**config.mk**
```make
export PLATFORM = sky130hd
export DESIGN_NAME = cache_controller
export DESIGN_NICKNAME = d
export VERILOG_FILES = /design/src/rtl/cache_controller.sv
export SDC_FILE = /design/constraint.sdc
export NUM_CORES = 1
export LEC_CHECK = 0
export ABC_AREA = 1
export CAP_MARGIN = 40
export CORE_ASPECT_RATIO = 0.5
export CORE_MARGIN = 2
export CORE_UTILIZATION = 44
export CTS_CLUSTER_SIZE = 14
export DETAILED_ROUTE_END_ITERATION = 6
export GPL_TIMING_DRIVEN = 0
export HOLD_SLACK_MARGIN = 0.08
export PLACE_DENSITY = 0.67
export SLEW_MARGIN = 10
export SYNTH_ARGS = -nofsm -noshare
export SYNTH_HDL_FRONTEND = slang
export SYNTH_SLANG_ARGS = --single-unit
```
**constraint.sdc**
```tcl
create_clock -name clock -period 2.9 [get_ports clock]
set_input_delay 0.725 -clock clock [delete_from_list [all_inputs] [get_ports clock]]
set_output_delay 0.725 -clock clock [all_outputs]
set_load 0.005 [all_outputs]
```
**src/rtl/cache_controller.sv**
```systemverilog
// cache_controller: per-CPU 4-line direct-mapped MSI cache with a
// single-outstanding fill/writeback handshake and bus snoop servicing.
//
// state    | meaning
// ---------+-----------------------------------------------------------
// IDLE     | waiting for a CPU request; snoops serviced here first
// LOOKUP   | compare captured tag against the indexed line
// WB       | writing the modified victim back to memory
// FILL     | reading the requested line from memory
// DONE     | one-cycle done pulse on result[30] / hit
// WAIT_REL | waiting for the CPU to drop both strobes; snoops serviced
module cache_controller #(
    parameter int LINES = 4
) (
    input  logic        clock,
    input  logic        reset,
    input  logic        writeIn,
    input  logic        readIn,
    input  logic [11:0] tagIn,
    input  logic [15:0] dataIn,
    output logic [30:0] result,
    output logic        hit,
    output logic        memReq,
    output logic        memWe,
    output logic [11:0] memTag,
    output logic [15:0] memWdata,
    input  logic        memAck,
    input  logic [15:0] memRdata,
    output logic        busInv,
    output logic [11:0] busTag,
    input  logic        snoopValid,
    input  logic        snoopWrite,
    input  logic [11:0] snoopTag,
    output logic        snoopBusy,
    output logic        snoopFlush,
    output logic [15:0] flushData
);

    localparam logic [1:0] MSI_I = 2'b00;
    localparam logic [1:0] MSI_S = 2'b01;
    localparam logic [1:0] MSI_M = 2'b10;

    typedef enum logic [2:0] {IDLE, LOOKUP, WB, FILL, DONE, WAIT_REL} fsm_t;

    fsm_t state, state_nxt;

    logic [1:0]  line_msi  [LINES];
    logic [11:0] line_tag  [LINES];
    logic [15:0] line_data [LINES];

    logic        req_write;
    logic [11:0] req_tag;
    logic [15:0] req_data;
    logic [29:0] res_q;
    logic        hit_q;

    logic [1:0]  idx;
    logic [1:0]  cur_msi;
    logic [11:0] cur_tag;
    logic [15:0] cur_data;
    logic        is_hit;
    logic        cpu_req;
    logic        ack_ok;

    logic [1:0]  sidx;
    logic        snoop_take;
    logic        snoop_hit;

    logic        capture;
    logic        line_we;
    logic [1:0]  line_msi_new;
    logic [15:0] line_data_new;
    logic        victim_inv;
    logic        res_load;
    logic [1:0]  res_msi;
    logic [15:0] res_data;
    logic        res_hit;
    logic        inv_set;
    logic        mem_load;
    logic        mem_we_new;
    logic [11:0] mem_tag_new;
    logic [15:0] mem_wdata_new;
    logic        mem_drop;

    assign idx        = req_tag[1:0];
    assign cur_msi    = line_msi[idx];
    assign cur_tag    = line_tag[idx];
    assign cur_data   = line_data[idx];
    assign is_hit     = (cur_msi != MSI_I) && (cur_tag == req_tag);
    assign cpu_req    = writeIn | readIn;
    // a stray ack with no request outstanding is meaningless
    assign ack_ok     = memReq & memAck;

    assign snoopBusy  = !((state == IDLE) || (state == WAIT_REL));
    assign sidx       = snoopTag[1:0];
    assign snoop_take = snoopValid & !snoopBusy;
    assign snoop_hit  = (line_msi[sidx] != MSI_I) && (line_tag[sidx] == snoopTag);

    assign result     = {(state == DONE), res_q};
    assign hit        = (state == DONE) & hit_q;

    // state register
    always_ff @(posedge clock) begin
        if (reset) begin
            state <= IDLE;
        end else begin
            state <= state_nxt;
        end
    end

    // next-state decode
    always_comb begin
        state_nxt = state;
        case (state)
            IDLE:     if (cpu_req && !snoop_take) state_nxt = LOOKUP;
            LOOKUP: begin
                if (is_hit)                state_nxt = DONE;
                else if (cur_msi == MSI_M) state_nxt = WB;
                else if (req_write)        state_nxt = DONE;
                else                       state_nxt = FILL;
            end
            WB:       if (ack_ok) state_nxt = req_write ? DONE : FILL;
            FILL:     if (ack_ok) state_nxt = DONE;
            DONE:     state_nxt = WAIT_REL;
            WAIT_REL: if (!cpu_req) state_nxt = IDLE;
            default:  state_nxt = IDLE;
        endcase
    end

    // per-state datapath controls for the registered outputs and line array
    always_comb begin
        capture       = 1'b0;
        line_we       = 1'b0;
        line_msi_new  = MSI_I;
        line_data_new = req_data;
        victim_inv    = 1'b0;
        res_load      = 1'b0;
        res_msi       = MSI_I;
        res_data      = req_data;
        res_hit       = 1'b0;
        inv_set       = 1'b0;
        mem_load      = 1'b0;
        mem_we_new    = 1'b0;
        mem_tag_new   = req_tag;
        mem_wdata_new = memWdata;
        mem_drop      = 1'b0;
        case (state)
            IDLE: capture = cpu_req && !snoop_take;
            LOOKUP: begin
                if (is_hit) begin
                    res_load = 1'b1;
                    res_hit  = 1'b1;
                    if (req_write) begin
                        line_we      = 1'b1;
                        line_msi_new = MSI_M;
                        res_msi      = MSI_M;
                        inv_set      = (cur_msi == MSI_S);
                    end else begin
                        res_msi  = cur_msi;
                        res_data = cur_data;
                    end
                end else if (cur_msi == MSI_M) begin
                    mem_load      = 1'b1;
                    mem_we_new    = 1'b1;
                    mem_tag_new   = cur_tag;
                    mem_wdata_new = cur_data;
                end else if (req_write) begin
                    line_we      = 1'b1;
                    line_msi_new = MSI_M;
                    res_load     = 1'b1;
                    res_msi      = MSI_M;
                    inv_set      = 1'b1;
                end else begin
                    mem_load = 1'b1;
                end
            end
            WB: begin
                if (ack_ok) begin
                    mem_drop = 1'b1;
                    if (req_write) begin
                        line_we      = 1'b1;
                        line_msi_new = MSI_M;
                        res_load     = 1'b1;
                        res_msi      = MSI_M;
                        inv_set      = 1'b1;
                    end else begin
                        victim_inv = 1'b1;
                    end
                end
            end
            FILL: begin
                // first FILL cycle after a writeback has memReq low; raise it here
                if (!memReq) begin
                    mem_load = 1'b1;
                end else if (memAck) begin
                    mem_drop      = 1'b1;
                    line_we       = 1'b1;
                    line_msi_new  = MSI_S;
                    line_data_new = memRdata;
                    res_load      = 1'b1;
                    res_msi       = MSI_S;
                    res_data      = memRdata;
                end
            end
            default: ;
        endcase
    end

    // line array, request capture, registered outputs and snoop actions
    always_ff @(posedge clock) begin
        if (reset) begin
            for (int i = 0; i < LINES; i++) begin
                line_msi[i]  <= MSI_I;
                line_tag[i]  <= '0;
                line_data[i] <= '0;
            end
            req_write  <= 1'b0;
            req_tag    <= '0;
            req_data   <= '0;
            res_q      <= '0;
            hit_q      <= 1'b0;
            memReq     <= 1'b0;
            memWe      <= 1'b0;
            memTag     <= '0;
            memWdata   <= '0;
            busInv     <= 1'b0;
            busTag     <= '0;
            snoopFlush <= 1'b0;
            flushData  <= '0;
        end else begin
            busInv     <= inv_set;
            snoopFlush <= 1'b0;
            if (inv_set) busTag <= req_tag;
            if (capture) begin
                req_write <= writeIn;
                req_tag   <= tagIn;
                req_data  <= dataIn;
            end
            if (victim_inv) line_msi[idx] <= MSI_I;
            if (line_we) begin
                line_msi[idx]  <= line_msi_new;
                line_tag[idx]  <= req_tag;
                line_data[idx] <= line_data_new;
            end
            if (res_load) begin
                res_q <= {res_msi, req_tag, res_data};
                hit_q <= res_hit;
            end
            if (mem_load) begin
                memReq   <= 1'b1;
                memWe    <= mem_we_new;
                memTag   <= mem_tag_new;
                memWdata <= mem_wdata_new;
            end else if (mem_drop) begin
                memReq <= 1'b0;
            end
            // snoops only run when the FSM is not touching the array
            if (snoop_take && snoop_hit) begin
                if (snoopWrite) begin
                    line_msi[sidx] <= MSI_I;
                end else if (line_msi[sidx] == MSI_M) begin
                    line_msi[sidx] <= MSI_S;
                end
                if (line_msi[sidx] == MSI_M) begin
                    snoopFlush <= 1'b1;
                    flushData  <= line_data[sidx];
                end
            end
        end
    end

endmodule

```
* Word level (Yosys, flattened, before mapping)
Memories as Yosys holds them, arrays and structs flattened. A register that Yosys moved wholly into a read port is not among the register bits.
Cells that the tools add are included.
** Storage, ports and cells
- Flip-flop bits (word level) :: 107
- Bits in latches :: 0
- RAM bits :: 120
- ROM bits :: 0
- Logic and storage cells :: 150
- Memories kept :: 3
** Cells by class
- Add/subtract/negate cells :: 0
- Multiply operators :: 0
- Divide/modulo/power cells :: 0
- Magnitude comparators :: 0
- Eq/ne operators :: 14
- Shift operators :: 0
- Muxes and demuxes :: 93
- Bitwise logic cells :: 8
- Reductions and logical operators :: 19
** Memories
- line_data :: words 4, bits a word 16, read ports 2, clocked after memory_dff 2, write ports 4, line 49 : logic [15:0] line_data [LINES];
- line_tag :: words 4, bits a word 12, read ports 2, clocked after memory_dff 1, write ports 4, line 48 : logic [11:0] line_tag [LINES];
- line_msi :: words 4, bits a word 2, read ports 2, clocked after memory_dff 1, write ports 4, line 47 : logic [1:0] line_msi [LINES];
** Operator list (number)
- 16-bit two-way mux :: 6
- 12-bit two-way mux :: 4
- 1-bit two-way mux :: 47
- 2-bit two-way mux :: 20
- 16-bit case mux with 2 select lines :: 1
- 12-bit equality test :: 2
- 3-bit two-way mux :: 7
- 3-bit case mux with 6 select lines :: 1
- 16-bit OR reduction :: 1
- 2-bit case mux with 3 select lines :: 2
- 12-bit OR reduction :: 1
- 4-bit AND reduction :: 2
- 3-bit by 2-bit equality test with 1-bit output (second input constant) :: 2
- 3-bit equality test (second input constant) :: 2
- 2-bit != test (second input constant) :: 3
- 1-bit case mux with 2 select lines :: 3
- 1-bit case mux with 3 select lines :: 2
- 2-bit nonzero test :: 3
- 2-bit OR reduction :: 3
- 2-bit equality test (second input constant) :: 2
- 1-bit logical AND :: 4
- 1-bit AND :: 3
- 3-bit by 1-bit equality test with 1-bit output (second input constant) :: 1
- 3-bit zero test :: 1
- 7 further kinds :: 11

* Longest topological paths before layout
Gate-level depths: netlist of run 1.
- Word-level depth :: 11
- Gate-level depth with buffers :: 21

* Least setup slack after synthesis of run 1
No wires, ideal clock.
- Path kind :: flip-flop to flip-flop
- Start point :: register with a tool-made name
- End point :: memory line_data[1][0] (enable)
- Library setup time :: 0.385 ns
- Arrival :: 2.456 ns
- Setup slack :: 0.059 ns
- Cell stages (with the launch flop) :: 20
- Cell sequence :: dfxtp_1 -> buf_6 -> inv_4 -> buf_6 -> nand2_1 -> nand3_1 -> nand2_1 -> nand2_1 -> nand2_1 -> nand2_1 -> nor2_2 -> nand3_2 -> nand2_2 -> nand2_2 -> nand2_4 -> nand2_4 -> nor2_4 -> nand2_4 -> buf_6 -> nand2_1
** RTL lines (line)
- end, declared :: 49

==> qor.yml, run 1 <==
ys_warn_count: 0
drc: 0
cts_sinks: 245
yosys.area_share.simple: 0.251
comb_power_share: 0.416
cts_buffers: 23
setup_viol: 0
synthToLayoutAreaGrowth_pct: 27.3
fp.dieH_um: 120
p_sw_frac: 0.418
power_density_mw_per_mm2: 874
place.gp.congestion: 0.964
first_pass_iters: 5
clkTransAtPathRegs_ns: 0.07
synth_fa_ha_area_frac: 0
start_kind: "flip-flop"
place_inst: 1995
leakage_nw: 5.86
grt_usage: 0.306
path_class: "flip-flop to flip-flop"
avgSynthCellArea_um2: 8.01
drive_gt1_frac: 0.0995
core_mm2: 0.0265
finalWirelength_mm: 44.7
htreeDepth: 1
root_buffer: "clkbuf_16"
fin_util: 0.571
nNetsFinal: 1745
clockBufferDepth: 3
crit_path_end_kind: "flip-flop"
power_mw: 13.2
synthesis.instances: 1483
ant_nets: 0
final.min_clock_period_ns: 2.81
arrival_ns: 3.10
vias: 12000
setup_slack_ns: 0.0857
grt_pass1_vias: 11100
most-common-layout-cells: "nand2_1, nor2_1, clkdlybuf4s50_1"
synth.area.mux_share: 0
dp_slack_ns: -1.08
skew_ns: 0.0233
wl_per_cell_um: 21.8
cts_tree: "yes"
antenna_found_initial: 2
hold_buffers: 0
viasPerCell: 5.83
synth_top_family_by_area: "simple AND/OR/NAND/NOR gates"
slew_headroom: 0.386
power.switching_mw: 5.52
maxSlewViolCount: 0
fmax_ghz: 0.355
vdd_drop_max_mv: 0.450
path_max_fanout: 10
grt_max_degree: 29
num_rows: 42
ios: 156
first_iter_violations: 1487
synth_edf_count: 120
synth-seq-cells: 245
layout_commonest_cell: "nand2_1"
synth-compound-area-share: 0.164
portBuffers: 155
netlist_area_mm2: 0.0119
synth-seq-area-share: 0.514
tightest_slew_ns: 0.912
clockPowerShare: 0.236
initial_core_util: 0.449
hold_viol: 0
p_int_mw: 7.70
p_seq_frac: 0.348
post-dp-hpwl_mm: 32.4
synthArstFlopShare: 0
layoutNonFillerInstCount: 2052
cp.required_ns: 3.19
grt_pass1_wl_mm: 65.7
synth_xor_area_frac: 0.00221
maxCapViolations: 0
die_w_um: 236
finalSetupTns_ns: 0
ys.flop_type: "dfxtp_1"
clkLatencyLatePin_ns: 0.55
status: "complete, no violations"
hold_class: "flip-flop to flip-flop"
synth_cell_type_count: 42
die-area_mm2: 0.0284
fin_crit_sh: 0.970
grt_overflow_total: 0
==> cell usage after synthesis (4+ instances only) <==
master / instances / area [um^2]
buf_2: 25 / 125
nand2_4: 4 / 45.0
inv_1: 69 / 259
inv_2: 9 / 33.8
a21oi_1: 107 / 536
edfxtp_1: 120 / 3600
dfxtp_1: 125 / 2500
buf_4: 10 / 75.1
or2_2: 7 / 43.8
nand3_1: 103 / 515
buf_1: 6 / 22.5
nor2_2: 6 / 37.5
a211oi_1: 7 / 52.6
nand4_1: 24 / 150
nor2_1: 222 / 833
a22oi_1: 15 / 113
clkinv_1: 5 / 18.8
o21ai_1: 31 / 155
nand2_1: 317 / 1190
a32o_1: 17 / 170
buf_6: 8 / 90.1
o22ai_1: 16 / 100
clkbuf_1: 48 / 180
o21ai_0: 150 / 751
==> final timing paths <==
path	endpoint	start	slack, ns	cells after the start
worst max-delay path	line_data[3][11]$_DFFE_PP_	flip-flop	0.09	14
worst min-delay path	flushData[10]$_SDFFE_PP0P_	flushData[10]$_SDFFE_PP0P_	0.47	2
worst max register to register	line_data[3][11]$_DFFE_PP_	flip-flop	0.09	14
worst min register to register	flushData[10]$_SDFFE_PP0P_	flushData[10]$_SDFFE_PP0P_	0.47	2
==> per-stage QoR <==
step,hold slack (ns),cell area [um^2]
final,0.471,15100
after global routing,0.491,15100
after CTS,0.471,14800
after detailed placement,0.463,13900
after global placement,0.456,13900
after floorplan,0.455,11900
==> kinds of logic after synthesis <==
kind of cell / count (synthesis)
AND/OR/NAND/NOR: 701
AO/OA/AOI/OAI: 352
flip-flops: 245
buffers and inverters: 181
XOR/XNOR: 3
other: 1
==> flip-flops by register name (all words and copies together) (netlist names), 3 cells and up, named ones only <==
| signal | count |
|---|---|
| flushData | 16 |
| memWdata | 16 |
| req_data | 16 |
| memTag | 12 |
| res_q | 30 |
| busTag | 12 |
| line_data | 64 |
| line_msi | 8 |
| line_tag | 48 |
| state | 3 |
| req_tag | 12 |
==> cell type report <==
| cell class | count | area (um^2) |
|---|---|---|
| Antenna cell | 1 | 2.50 |
| Buffer | 97 | 538 |
| Clock buffer | 35 | 692 |
| Clock inverter | 7 | 62.6 |
| Fill cell | 2388 | 11400 |
| Inverter | 84 | 318 |
| Multi-Input combinational cell | 1067 | 5320 |
| Sequential cell | 245 | 6110 |
| Tap cell | 352 | 440 |
| Timing Repair Buffer | 164 | 1640 |
==> power by group through the flow <==
stage | combinational [mW] | sequential, mW | clock, mW
final | 5.49 | 4.60 | 3.12
after global routing | 5.87 | 4.66 | 3.26
after CTS | 5.14 | 4.59 | 3.11
after detailed placement | 5.08 | 4.65 | 0
after global placement | 5.00 | 4.65 | 0
after floorplan | 2.91 | 4.58 | 0
==> per-layer routing <==
layer  global-route usage  wire (um)  vias to the layer above
met5                    0          0                        -
met4               0.0728        857                        0
met3               0.0772       5600                       77
met2                0.453      18800                      700
met1                0.450      19400                     5727
li1                     -          -                     5450
==> worst max-delay path: stages, from the launching register on <==
cell and delay (ns):
dfxtp_1 0.33, buf_6 0.14, buf_2 0.27, nand2_1 0.11, a32o_1 0.37, inv_2 0.09, nand2_1 0.10, clkinv_1 0.12
nand2_4 0.07, nand2_2 0.09, nand2_4 0.08, nand2_4 0.13, buf_4 0.25, buf_2 0.32, nor2_1 0.09
==> repair_timing <==
item | in CTS | in global routing
cloned | 1 | 6
pin swaps | 0 | 8
setup buffers | 0 | 6
resized for setup | 19 | 49
endpoints found under the setup margin | 147 | 171
Power figures use the tool's default switching activity.
==> run 2: changes to the inputs <==
--- a/config.mk
+++ b/config.mk
@@ -15,7 +15,7 @@
 export GPL_TIMING_DRIVEN = 0
 export HOLD_SLACK_MARGIN = 0.08
 export PLACE_DENSITY = 0.67
-export SLEW_MARGIN = 10
+export SLEW_MARGIN = 20
 export SYNTH_ARGS = -nofsm -noshare
 export SYNTH_HDL_FRONTEND = slang
 export SYNTH_SLANG_ARGS = --single-unit
==> run 2 against run 1 <==
Compared with the run above: die area unchanged; combinational power up 2%; wire length up 0.12%; largest cell class unchanged; sequential cell count unchanged; first-iteration DRC count down 9.5%; global-route usage up 0.11 points; cell area up 1.9%.
==> qor.yml, run 2 (synthesized netlist as in run 1, its figures left out) <==
reg_top3: "line_data: 64 flops, line_tag: 48 flops, res_q: 30 flops"
die_w_um: 236
tightest_slew_ns: 0.953
cp_num_cells: 20
cp.required_ns: 3.14
ios: 156
holdWs_ns: 0.469
post-dp-hpwl_mm: 32.6
fmax_ghz: 0.352
synthToLayoutAreaGrowth_pct: 29.7
ant_nets: 0
num_rows: 42
core_mm2: 0.0265
path_buf_inv: 5
fin_crit_sh: 0.980
largest_register_ffs: 64
fillers: 2382
rsz0062_at_grt: "true"
maxCapViolations: 0
setup_viol: 0
wl_met1_mm: 19.4
antenna_found_initial: 0
wl_per_cell_um: 21.6
placed_cell_area_mm2: 0.0140
cts_buffers: 24
fp.dieH_um: 120
nNetsFinal: 1767
portBuffers: 155
drive_gt1_frac: 0.116
crit_path_cell_trace: "buf_6, inv_4, buf_8, nand2_1, nand3_2, nand2_2, nand2_1, nand2_1, nand2_1, nor2_4, nand3_2, nand2_2, nand2_2, nand2_4, nand2_4, nor2_4, nand2_8, buf_8, nand2_8, buf_16"
layout_commonest_cell: "nand2_1"
grt_max_degree: 25
finalWirelength_mm: 44.7
grt_pass1_wl_mm: 66.4
htreeDepth: 1
start_kind: "flip-flop"
maxSlewViolCount: 0
clkLatencyLatePin_ns: 0.54
grt_overflow_total: 0
status: "complete, no violations"
cts_tree: "yes"
viasPerCell: 5.84
power_density_mw_per_mm2: 872
skew_ns: 0.0217
max_stage_delay_ns: 0.32
die-area_mm2: 0.0284
stdcell_area_mm2: 0.0154
drc: 0
slowest_stage: "dfxtp_1"
initial_core_util: 0.449
arrival_ns: 3.09
clockBufferDepth: 3
layoutNonFillerInstCount: 2073
most-common-layout-cells: "nand2_1, nor2_1, clkdlybuf4s50_1"
first_iter_violations: 1346
vias: 12100
fin_util: 0.582
r2r-end: "line_tag[1][11]$_SDFFCE_PN0P_"
place_inst: 1998
setup_slack_ns: 0.0569
hold_class: "flip-flop to flip-flop"
routed.top_layer: "met4"
cts_sinks: 245
reg2regPathDepth: 20
grt_usage: 0.308
clkTransAtPathRegs_ns: 0.07
wl_met3_mm: 5.45
final.min_clock_period_ns: 2.84
vdd_drop_max_mv: 0.491
crit_path_end_kind: "flip-flop"
path_class: "flip-flop to flip-flop"
dp_slack_ns: -0.839
first_pass_iters: 5
crit_top_cell: "nand2_1"
root_buffer: "clkbuf_16"
top_register: "line_data"
ff2ff_setup_slack_ns: 0.06
slew_headroom: 0.358
leakage_nw: 6.02
crit_path_end: "line_tag[1][11]$_SDFFCE_PN0P_"
hold_viol: 0
grt_pass1_vias: 11100
place.gp.congestion: 0.964
wl_met2_mm: 19.0
crit_family: "simple AND/OR/NAND/NOR gates"
path_max_fanout: 10
diodes: 0
[run 2: cell count changes in the layout (fill, tap and decap cells not counted), sizes merged]
| cell | delta |
|---|---|
| buf | +24 |
| clkbuf | +1 |
| clkdlybuf4s50 | +1 |
| clkinv | +1 |
| clkinvlp | +3 |
| diode | -1 |
| dlymetal6s2s | -1 |
| inv | -1 |
| nand2 | -7 |
| nand4 | +1 |
[run 2: routing by layer]
metal,vias to the layer above,GRT usage
li1,5488,-
met2,729,0.461
met3,61,0.0541
met4,0,0.0597
met1,5823,0.466
met5,-,0
[run 2: report_power, final]
group          switching, mW  internal (mW)
clock network           1.41           1.82
logic                   3.75           1.84
registers              0.397           4.22
total                   5.55           7.88
[run 2: repair_timing]
| action | CTS | global route |
|---|---|---|
| cloned | 1 | 5 |
| gates resized for setup | 27 | 46 |
| setup buffers | 5 | 22 |
| pin swaps | 1 | 10 |
| hold buffers | 0 | 0 |
| endpoints found under the setup margin | 143 | 197 |
[run 2: layout make-up]
class	instances	area (um^2)	share of cell area
Sequential cell	245	6110	0.396
Multi-Input combinational cell	1061	5210	0.338
Timing Repair Buffer	192	2000	0.129
Clock buffer	33	718	0.0466
Buffer	96	533	0.0346
Tap cell	352	440	0.0286
Inverter	84	329	0.0213
Clock inverter	10	77.6	0.00503
[run 2: worst min-delay path by stage]
stage	startpoint	to	slack, ns	depth (start not counted)
after floorplan	memWe$_SDFFE_PP0P_	memWe$_SDFFE_PP0P_	0.46	2
after global placement	res_q[29]$_SDFFE_PP0P_	res_q[29]$_SDFFE_PP0P_	0.46	2
after detailed placement	flushData[14]$_SDFFE_PP0P_	flushData[14]$_SDFFE_PP0P_	0.46	2
after CTS	flushData[14]$_SDFFE_PP0P_	flushData[14]$_SDFFE_PP0P_	0.47	2
after global routing	flushData[14]$_SDFFE_PP0P_	flushData[14]$_SDFFE_PP0P_	0.49	2
final	flushData[14]$_SDFFE_PP0P_	flushData[14]$_SDFFE_PP0P_	0.47	2
[run 2: worst reg2reg max path, delay by kind of cell (launching register included)]
kind / cells / cell delay, ns
AND/OR/NAND/NOR: 15 / 1.55
flip-flops: 1 / 0.32
buffers and inverters: 5 / 0.66
[run 2: per-stage QoR]
step	TNS [ns]	total power, mW
floorplan	0	7.48
global placement	-202.05	9.65
detailed placement	-115.15	9.75
CTS	-3.17	13.0
global route	-2.42	14.0
finish	0	13.4
==> run 3: changes to the inputs <==
==> constraint.sdc (replaced) <==
create_clock -name clock -period 2.3 [get_ports clock]
set_input_delay 0.575 -clock clock [delete_from_list [all_inputs] [get_ports clock]]
set_output_delay 0.575 -clock clock [all_outputs]
set_load 0.005 [all_outputs]
==> run 3 against run 2 <==
Compared with the run above: the run now ends with design-rule violations, negative setup slack left; largest power group unchanged; wire length increased by 5.0%; sequential power increased by 28%; clock skew up 0.0017 ns.
==> qor.yml, run 3 (synthesized netlist as in run 1, its figures left out) <==
clkLatencyLatePin_ns: 0.55
cts_sinks: 245
crit_path_end_kind: "flip-flop"
core_mm2: 0.0265
largest_register_ffs: 64
power_mw: 18.4
cts_buffers: 23
power_density_mw_per_mm2: 1070
grt_usage: 0.302
rsz0062_at_grt: "true"
regArea_mm2: 0.00612
clkTransAtPathRegs_ns: 0.07
ios: 156
num_rows: 42
setup_slack_ns: -0.328
hold_depth: 2
grt_pass1_wl_mm: 65.9
skew_ns: 0.0234
start_kind: "flip-flop"
hold_path.startpoint: "res_q[29]$_SDFFE_PP0P_"
reg2regPathDepth: 18
ff2ff_setup_slack_ns: -0.33
fin_util: 0.651
viasPerCell: 5.94
grt_overflow_total: 0
initial_core_util: 0.449
post-dp-hpwl_mm: 30.3
cts_tree: "yes"
synthToLayoutAreaGrowth_pct: 45.1
die_w_um: 236
finalWirelength_mm: 46.9
layout_commonest_cell: "nand2_1"
fillers: 2151
antenna_found_initial: 0
maxCapViolations: 0
drc: 19
slew_headroom: 0.479
die-area_mm2: 0.0284
diodes: 0
status: "complete, but fails checks"
failed_checks: "design-rule violations, negative setup slack"
drive_gt1_frac: 0.235
cp.required_ns: 2.53
vias: 12600
portBuffers: 155
final.min_clock_period_ns: 2.63
first_pass_iters: 7
wl_per_cell_um: 22.1
hold_viol: 0
hold_class: "flip-flop to flip-flop"
first_iter_violations: 1720
leakage_nw: 6.63
clockBufferDepth: 3
grt_max_degree: 21
tightest_slew_ns: 0.781
hold_buffers: 0
htreeDepth: 1
fin_crit_sh: 1.14
arrival_ns: 2.86
vdd_drop_max_mv: 0.616
fmax_ghz: 0.381
setup_viol: 293
path_class: "flip-flop to flip-flop"
grt_pass1_vias: 11700
root_buffer: "clkbuf_16"
place.gp.congestion: 0.965
ant_nets: 0
top_register: "line_data"
maxSlewViolCount: 0
path_max_fanout: 8
fp.dieH_um: 120
reg_top3: "line_data: 64 flops, line_tag: 48 flops, res_q: 30 flops"
most-common-layout-cells: "nand2_1, clkdlybuf4s50_1, nor2_1"
r2r-end: "line_tag[1][9]$_SDFFCE_PN0P_"
hold_end: "res_q[29]$_SDFFE_PP0P_"
multiInputGateArea_mm2: 0.00619
nNetsFinal: 1822
## run 3: cell count changes in the layout (fill, tap and decap cells not counted), moves of 23 or more
cell | before | now
buf_4 | 35 | 62
nor2_4 | 6 | 60
nor2_1 | 219 | 141
o21ai_1 | 31 | 54
nand2_2 | 8 | 36
nand2_1 | 309 | 266
nor2_2 | 6 | 30
o21ai_0 | 150 | 123
## run 3: what timing repair did
action                     in CTS  in global routing
setup buffers                  36                 31
gates resized for setup       125                343
setup endpoints to repair     333                351
pin swaps                      19                 44
cloned                          7                 18
## run 3: metrics by stage
| stage | setup WS [ns] | hold WS (ns) | area, um^2 | instances | TNS, ns |
|---|---|---|---|---|---|
| floorplan | -0.0945 | 0.455 | 11900 | 1486 | -4.76 |
| global placement | -1.31 | 0.456 | 13900 | 1993 | -250.78 |
| detailed placement | -1.27 | 0.459 | 14000 | 1995 | -237.64 |
| CTS | -0.288 | 0.466 | 15600 | 2080 | -48.89 |
| global route | -0.425 | 0.487 | 17200 | 2128 | -91.81 |
| finish | -0.328 | 0.462 | 17200 | 2128 | -58.51 |
## run 3: report_power, final
group	switching [mW]	internal [mW]
Sequential	0.567	5.33
Combinational	5.35	3.23
Clock	1.78	2.10
Total	7.69	10.7
## run 3: worst max-delay path: stages (launching register included)
cell	delay, ns
dfxtp_4	0.42
clkinv_8	0.10
buf_16	0.16
nand2_4	0.06
nand3_4	0.09
nand2_2	0.08
nand2_1	0.05
nand2_1	0.10
nand2_2	0.08
nor2_4	0.18
nand3_4	0.11
nand2_4	0.09
nand2_4	0.07
nand2_8	0.09
nand2_8	0.08
nor2_4	0.16
nand2_8	0.09
buf_12	0.17
nand2_8	0.13
## run 3: area by class of cell
type	count	area share
timing repair buffer	240	0.149
multi-input combinational	1069	0.359
inverter	84	0.0199
clock buffer	35	0.0407
clock inverter	7	0.00211
sequential	245	0.355
tap	352	0.0256
buffer	96	0.0483
## run 3: routing by layer
| metal | routed length [um] | vias to the layer above | track usage | part of all wire |
|---|---|---|---|---|
| met2 | 21200 | 872 | 0.488 | 0.45 |
| li1 | - | 5630 | - | - |
| met4 | 1580 | 0 | 0.100 | 0.034 |
| met1 | 18500 | 6014 | 0.418 | 0.39 |
| met3 | 5670 | 128 | 0.0482 | 0.12 |
| met5 | 0 | - | 0 | 0 |
## run 3: worst max-delay path by stage
stage	start	end	slack, ns	cells after the start
floorplan	flip-flop	line_data[2][0]$_SDFFCE_PN0P_	-0.09	19
global placement	memAck	line_tag[0][3]$_SDFFCE_PN0P_	-1.31	8
detailed placement	memAck	line_tag[0][3]$_SDFFCE_PN0P_	-1.27	8
CTS	flip-flop	line_tag[1][9]$_SDFFCE_PN0P_	-0.29	20
global route	flip-flop	line_data[1][12]$_SDFFCE_PN0P_	-0.42	18
finish	flip-flop	line_tag[1][9]$_SDFFCE_PN0P_	-0.33	18
